File: config.mk
export PLATFORM = sky130hd
export DESIGN_NAME = ram_bus_term
export DESIGN_NICKNAME = d
export VERILOG_FILES = /design/src/rtl/ram_bus_term.sv
export SDC_FILE = /design/constraint.sdc
export NUM_CORES = 1
export LEC_CHECK = 0
export CORE_AREA = 2 2 39 41
export DETAILED_ROUTE_END_ITERATION = 7
export DIE_AREA = 0 0 41 43
export PLACE_DENSITY = 0.43
export SYNTH_ARGS = -nofsm -noshare
export SYNTH_HDL_FRONTEND = slang
export SYNTH_SLANG_ARGS = --single-unit
export TNS_END_PERCENT = 5
File: constraint.sdc
create_clock -name sysClk -period 1.3 [get_ports sysClk]
set_input_delay 0.195 -clock sysClk [delete_from_list [all_inputs] [get_ports sysClk]]
set_output_delay 0.195 -clock sysClk [all_outputs]
set_load 0.005 [all_outputs]
File: src/rtl/ram_bus_term.sv
// CPU bus terminator for the DRAM window: decodes RAM hits, gates DRAM starts and passes acknowledges to STERM.
// Optional watchdog/bus-error path enabled by defining RAM_BUS_TERM_BERR_EN.
module ram_bus_term #(
  parameter int unsigned TIMEOUT_CYCLES = 64
) (
  input  logic       sysClk,
  input  logic       sysRESETn,
  input  logic [3:0] cpuAddr,
  input  logic [2:0] cpuFC,
  input  logic       cpuASn,
  input  logic       ramACKn,
  output logic       ramCEn,
  output logic       cpuSTERMn,
  output logic       cpuBERRn
);

  localparam int unsigned CNT_W = 8;

  if (TIMEOUT_CYCLES < 4 || TIMEOUT_CYCLES > 255) begin : g_bad_timeout
    $error("ram_bus_term: TIMEOUT_CYCLES must be within 4..255");
  end

  typedef enum logic [2:0] {
    ST_IDLE   = 3'd0,
    ST_ACTIVE = 3'd1,
    ST_DONE   = 3'd2,
    ST_SKIP   = 3'd3,
    ST_ERROR  = 3'd4
  } state_e;

  state_e state_q, state_d;
  logic   ram_ce_n_q, ram_ce_n_d;
  logic   ram_hit_c;
  logic   timeout_c;
  logic   unused_addr;

  // Only A31..A30 select the DRAM window; CPU space (FC=7) never hits.
  assign ram_hit_c   = (cpuAddr[3:2] == 2'b00) && (cpuFC != 3'b111);
  assign unused_addr = ^cpuAddr[1:0];

  always_comb begin
    state_d = state_q;
    case (state_q)
      ST_IDLE: begin
        if (!cpuASn) state_d = ram_hit_c ? ST_ACTIVE : ST_SKIP;
      end
      ST_ACTIVE: begin
        // Acknowledge wins over a coincident timeout.
        if (!ramACKn)       state_d = ST_DONE;
        else if (timeout_c) state_d = ST_ERROR;
        else if (cpuASn)    state_d = ST_IDLE;
      end
      ST_DONE, ST_SKIP, ST_ERROR: begin
        if (cpuASn) state_d = ST_IDLE;
      end
      default: state_d = ST_IDLE;
    endcase
  end

  always_comb begin
    ram_ce_n_d = (state_d != ST_ACTIVE);
  end

  always_ff @(posedge sysClk or negedge sysRESETn) begin
    if (!sysRESETn) begin
      state_q    <= ST_IDLE;
      ram_ce_n_q <= 1'b1;
    end else begin
      state_q    <= state_d;
      ram_ce_n_q <= ram_ce_n_d;
    end
  end

  assign ramCEn    = ram_ce_n_q;
  // Every burst acknowledge is forwarded for as long as the cycle is owned by DRAM.
  assign cpuSTERMn = ((state_q == ST_ACTIVE) || (state_q == ST_DONE)) ? ramACKn : 1'b1;

`ifdef RAM_BUS_TERM_BERR_EN
  localparam logic [CNT_W-1:0] TIMEOUT_LAST = CNT_W'(TIMEOUT_CYCLES - 1);

  logic [CNT_W-1:0] cnt_q, cnt_d;
  logic             berr_n_q, berr_n_d;

  // Counter sits at zero outside ACTIVE, so it is clear on every entry.
  always_comb begin
    cnt_d = '0;
    if (state_q == ST_ACTIVE) begin
      cnt_d = (cnt_q == '1) ? cnt_q : cnt_q + CNT_W'(1);
    end
    berr_n_d = (state_d != ST_ERROR);
  end

  assign timeout_c = (cnt_q == TIMEOUT_LAST);

  always_ff @(posedge sysClk or negedge sysRESETn) begin
    if (!sysRESETn) begin
      cnt_q    <= '0;
      berr_n_q <= 1'b1;
    end else begin
      cnt_q    <= cnt_d;
      berr_n_q <= berr_n_d;
    end
  end

  assign cpuBERRn = berr_n_q;
`else
  assign timeout_c = 1'b0;
  assign cpuBERRn  = 1'b1;
`endif

endmodule

-- After elaboration in Yosys (flattened, before gate mapping)
Index checks and enable logic that the tools add are counted.
- equality and inequality tests: 6
- muxes and demuxes: 6
- reduce and logical (&&, ||, !) cells: 5
- operators with widths (kind ; count):
    $mux 3 ; 3
    $pmux 3 s3 ; 1
    $eq 3x2->1 const B ; 2
    $eq 3x1->1 const B ; 1
    $eq 3x3->1 const B ; 1
    $logic_not 3->1 ; 1
    $ne 3x1->1 const B ; 1
    $ne 3x3->1 const B ; 1
    $reduce_or 3->1 ; 1
    $logic_not 2->1 ; 1
    $mux 2 ; 1
    $logic_and 1x1->1 ; 1
    $logic_or 1x1->1 ; 1
    $mux 1 ; 1
- register bits: 4
- output and inout port bits: 3
- logic and storage cells: 19

-- Depth between registers and ports, before layout
- word-level depth: 6
- mapped depth: 3
- mapped depth without buffers: 3

-- Worst setup path after synthesis
Ideal clock, no wire load.
- kind: reg-to-output
- start: reg state_q[1]
- end: out cpuSTERMn
- data arrival time: 730 ps
- data required time: 1105 ps
- setup slack: 375 ps
- cell stages (with the launch flop): 3
- path through: dfrtp_1 nor2b_1 o21ai_0
- longest elaborated chain between the ends: 3
- ends and longest elaborated chain (item ; line ; source):
    from (decl) ; 31 ; state_e state_q, state_d;
    from (signal assigned) ; 69 ; state_q <= state_d;
    $eq 3x1->1 or $eq 3x2->1 (tied branches) ; 76 ; assign cpuSTERMn = ((state_q == ST_ACTIVE) || (state_q == ST_DONE)) ? ramACKn : 1'b1;
    $logic_or 1x1->1 (*) ; 76 ;
    $mux 1 (*) ; 76 ;
    to (decl) ; 13 ; output logic cpuSTERMn,
Mark *: on every way between the ends. The rest lies on a longest branch, timed or not.

-- Final worst setup path
- start: reg state_q[0]
- end: out cpuSTERMn
Same word-level chain as after synthesis.

==> flow_summary.json <==
{
  "synth_commonest_cells": "3 x dfrtp_1, 3 x nor2_1, 2 x nand2_1, 2 x nor2b_1, 2 x o21ai_0",
  "grt_pass1_vias": 220,
  "start_util_pct": 15.2,
  "die_y_um": 43,
  "core_um2": 1380,
  "synth_area_leaders": "dfrtp_1 36%, dfstp_2 13%, a221oi_2 7.1%",
  "drive_above_1_share_pct": 27.5,
  "setup_tns_ns": 0,
  "combPwrFrac_pct": 25.3,
  "grtUsageTotal_pct": 7.92,
  "io_buffers": 10,
  "p_sw_share_pct": 25.6,
  "hold_buffers": 0,
  "htreeDepth": 1,
  "worst_clock_skew_ns": 0.00746,
  "slew_violations": 0,
  "clock-sinks": 4,
  "antenna_found_initial": 0,
  "ys_seq_elements": 4,
  "final.period_utilization_pct": 94.1,
  "synth_compound_area_share_pct": 16.7,
  "wl_per_cell_um": 9.52,
  "synth_top_area_share_pct": 35.7,
  "n_antenna_cell": 0,
  "drt_iter0_drc": 3,
  "rsz0062_at_grt": "false",
  "die_area_um2": 1760,
  "synth.avg_cell_area_um2": 9.55,
  "synth_top_family_by_area": "simple AND/OR/NAND/NOR gates",
  "pre_cts_ws_ns": -0.194,
  "wl_um": 533,
  "seqPwrFrac_pct": 34.7,
  "power.clock.fraction_pct": 40.0,
  "yosys_warnings": 0,
  "ios": 14,
  "worst_hold_slack_ns": 0.160,
  "end_kind": "output pin",
  "synth_mux_area_share_pct": 0,
  "clk_latency_ns": 0.24,
  "worst_slack_ns": 0.0768,
  "syn_nets": 33,
  "highest_layer": "met3",
  "dp_hpwl_um": 443,
  "syn_inst": 22,
  "fmax_mhz": 818,
  "vias_per_cell": 3.79,
  "setup_viol_count_final": 0,
  "critPathKind": "reg -> out",
  "clock_path_buffers": 2,
  "synth-simple-area-share_pct": 28.0,
  "required_ns": 1.11,
  "crit_arrival_ns": 1.03,
  "crit_family": "flip-flops",
  "num_vias": 212,
  "synth_top_area_cell": "dfrtp_1",
  "dieWidth_um": 41,
  "clockRootBuffer": "clkbuf_4",
  "cp_cell_sequence": "nor2b_1 -> o21ai_1 -> buf_2",
  "internal_power_uw": 321,
  "layout.nets": 52,
  "worst_setup_path_start_kind": "flip-flop",
  "cp_num_buf_inv": 1,
  "syn_area_um2": 210,
  "std_cell_rows": 14,
  "drtPass1Iterations": 2,
  "finalCriticalPeriod_ns": 1.22,
  "clk_pin_slew_ns": 0.04,
  "min_path_type": "in -> async",
  "wirelength_met1_um": 259,
  "gp_congestion": 0.830,
  "worst_path_max_delay_cell": "dfrtp_1",
  "synth_top_flop_cell": "dfrtp_1",
  "cts_tree": "done",
  "r2r-start": "state_q[1]",
  "cts_buffers": 3,
  "max_stage_delay_ns": 0.40,
  "drc": 0,
  "synth_fa_ha_area_share_pct": 0,
  "p_per_area_nw_per_um2": 1140,
  "async_reset_ff_share_pct": 100,
  "synth_xor_area_share_pct": 0,
  "wl_met2_um": 251,
  "outcome": "complete, no violations",
  "vdd_ir_drop_max_mv": 0.237,
  "path_max_fanout": 3,
  "grt_max_degree": 6,
  "dr_wl_met3_um": 21,
  "synth_cell_type_count": 15,
  "p_leak_uw": 0.000159,
  "area_growth_pct": 81.0,
  "maxCapViolCount": 0,
  "grt_pass1_wl_um": 903,
  "synth_edf_count": 0,
  "final_hold_viol_count": 0,
  "antenna_left": 0,
  "synth-seq-area-share_pct": 48.2,
  "switchingPower_uw": 111,
  "crit_start": "state_q[0]",
  "grt_overflow_total": 0
}
sequential cells by signal, indices dropped and copies added, names as in the netlist:
name,flops
state_q,3
ramCEn,1
logic make-up (layout without fill, tap and decap cells):
| group | after synthesis | after routing |
|---|---|---|
| compound gates | 4 | 4 |
| buf+inv | 2 | 20 |
| flops | 4 | 4 |
| other cells | 1 | 1 |
| simple gates | 11 | 11 |
placed cells by master, fill, tap and decap left out, types with 2 or more instances in the layout:
master / count
clkdlybuf4s50_1: 8
nor2b_1: 2
nand2_1: 2
nor2_1: 3
clkbuf_4: 3
buf_4: 5
dfrtp_1: 3
through the flow:
stage | power [uW] | std cells | instance area, um2 | utilization (%)
floorplan | 195 | 22 | 210 | -
global placement | 266 | 52 | 360 | 26.0
detailed placement | 266 | 52 | 360 | 26.0
CTS | 438 | 56 | 380 | 27.5
global route | 465 | 56 | 380 | 27.5
finish | 432 | 56 | 380 | 27.5
layer usage:
metal  track usage [%]  vias up
li1                  -      112
met1              9.94       94
met2              11.3        6
met3              1.57        0
met4              6.00        0
met5                 0        -
power groups by stage:
stage	Combinational, uW	Clock (uW)	Sequential (uW)
3_5_place_dp	116	0	150
4_1_cts	110	179	149
6_report	109	173	150
2_1_floorplan	39.9	0	156
5_1_grt	122	192	151
3_3_place_gp	114	0	152
worst paths after layout:
check / endpoint / slack [ns] / cells past startpoint
worst min-delay path: state_q[1] / 0.16 / 1
worst min register to register: state_q[1] / 0.55 / 2
max in group asynchronous: ramCEn / 0.89 / 1
min in group sysClk: state_q[1] / 0.55 / 2
worst max register to register: state_q[0] / 0.20 / 3
worst max-delay path: cpuSTERMn / 0.08 / 3
repair_timing:
action | CTS | global route
resized for setup | 6 | 0
setup endpoints to repair | 2 | 0
buffers inserted | 0 | 0
layout make-up:
| type | instances | area (um2) |
|---|---|---|
| flip-flops and latches | 4 | 101 |
| multi-input cells | 16 | 97.6 |
| fillers | 147 | 1000 |
| inverters | 1 | 3.75 |
| repair buffers | 15 | 131 |
| clock buffers | 4 | 26.3 |
| well taps | 16 | 20.0 |
(Power assumes the default switching activity.)
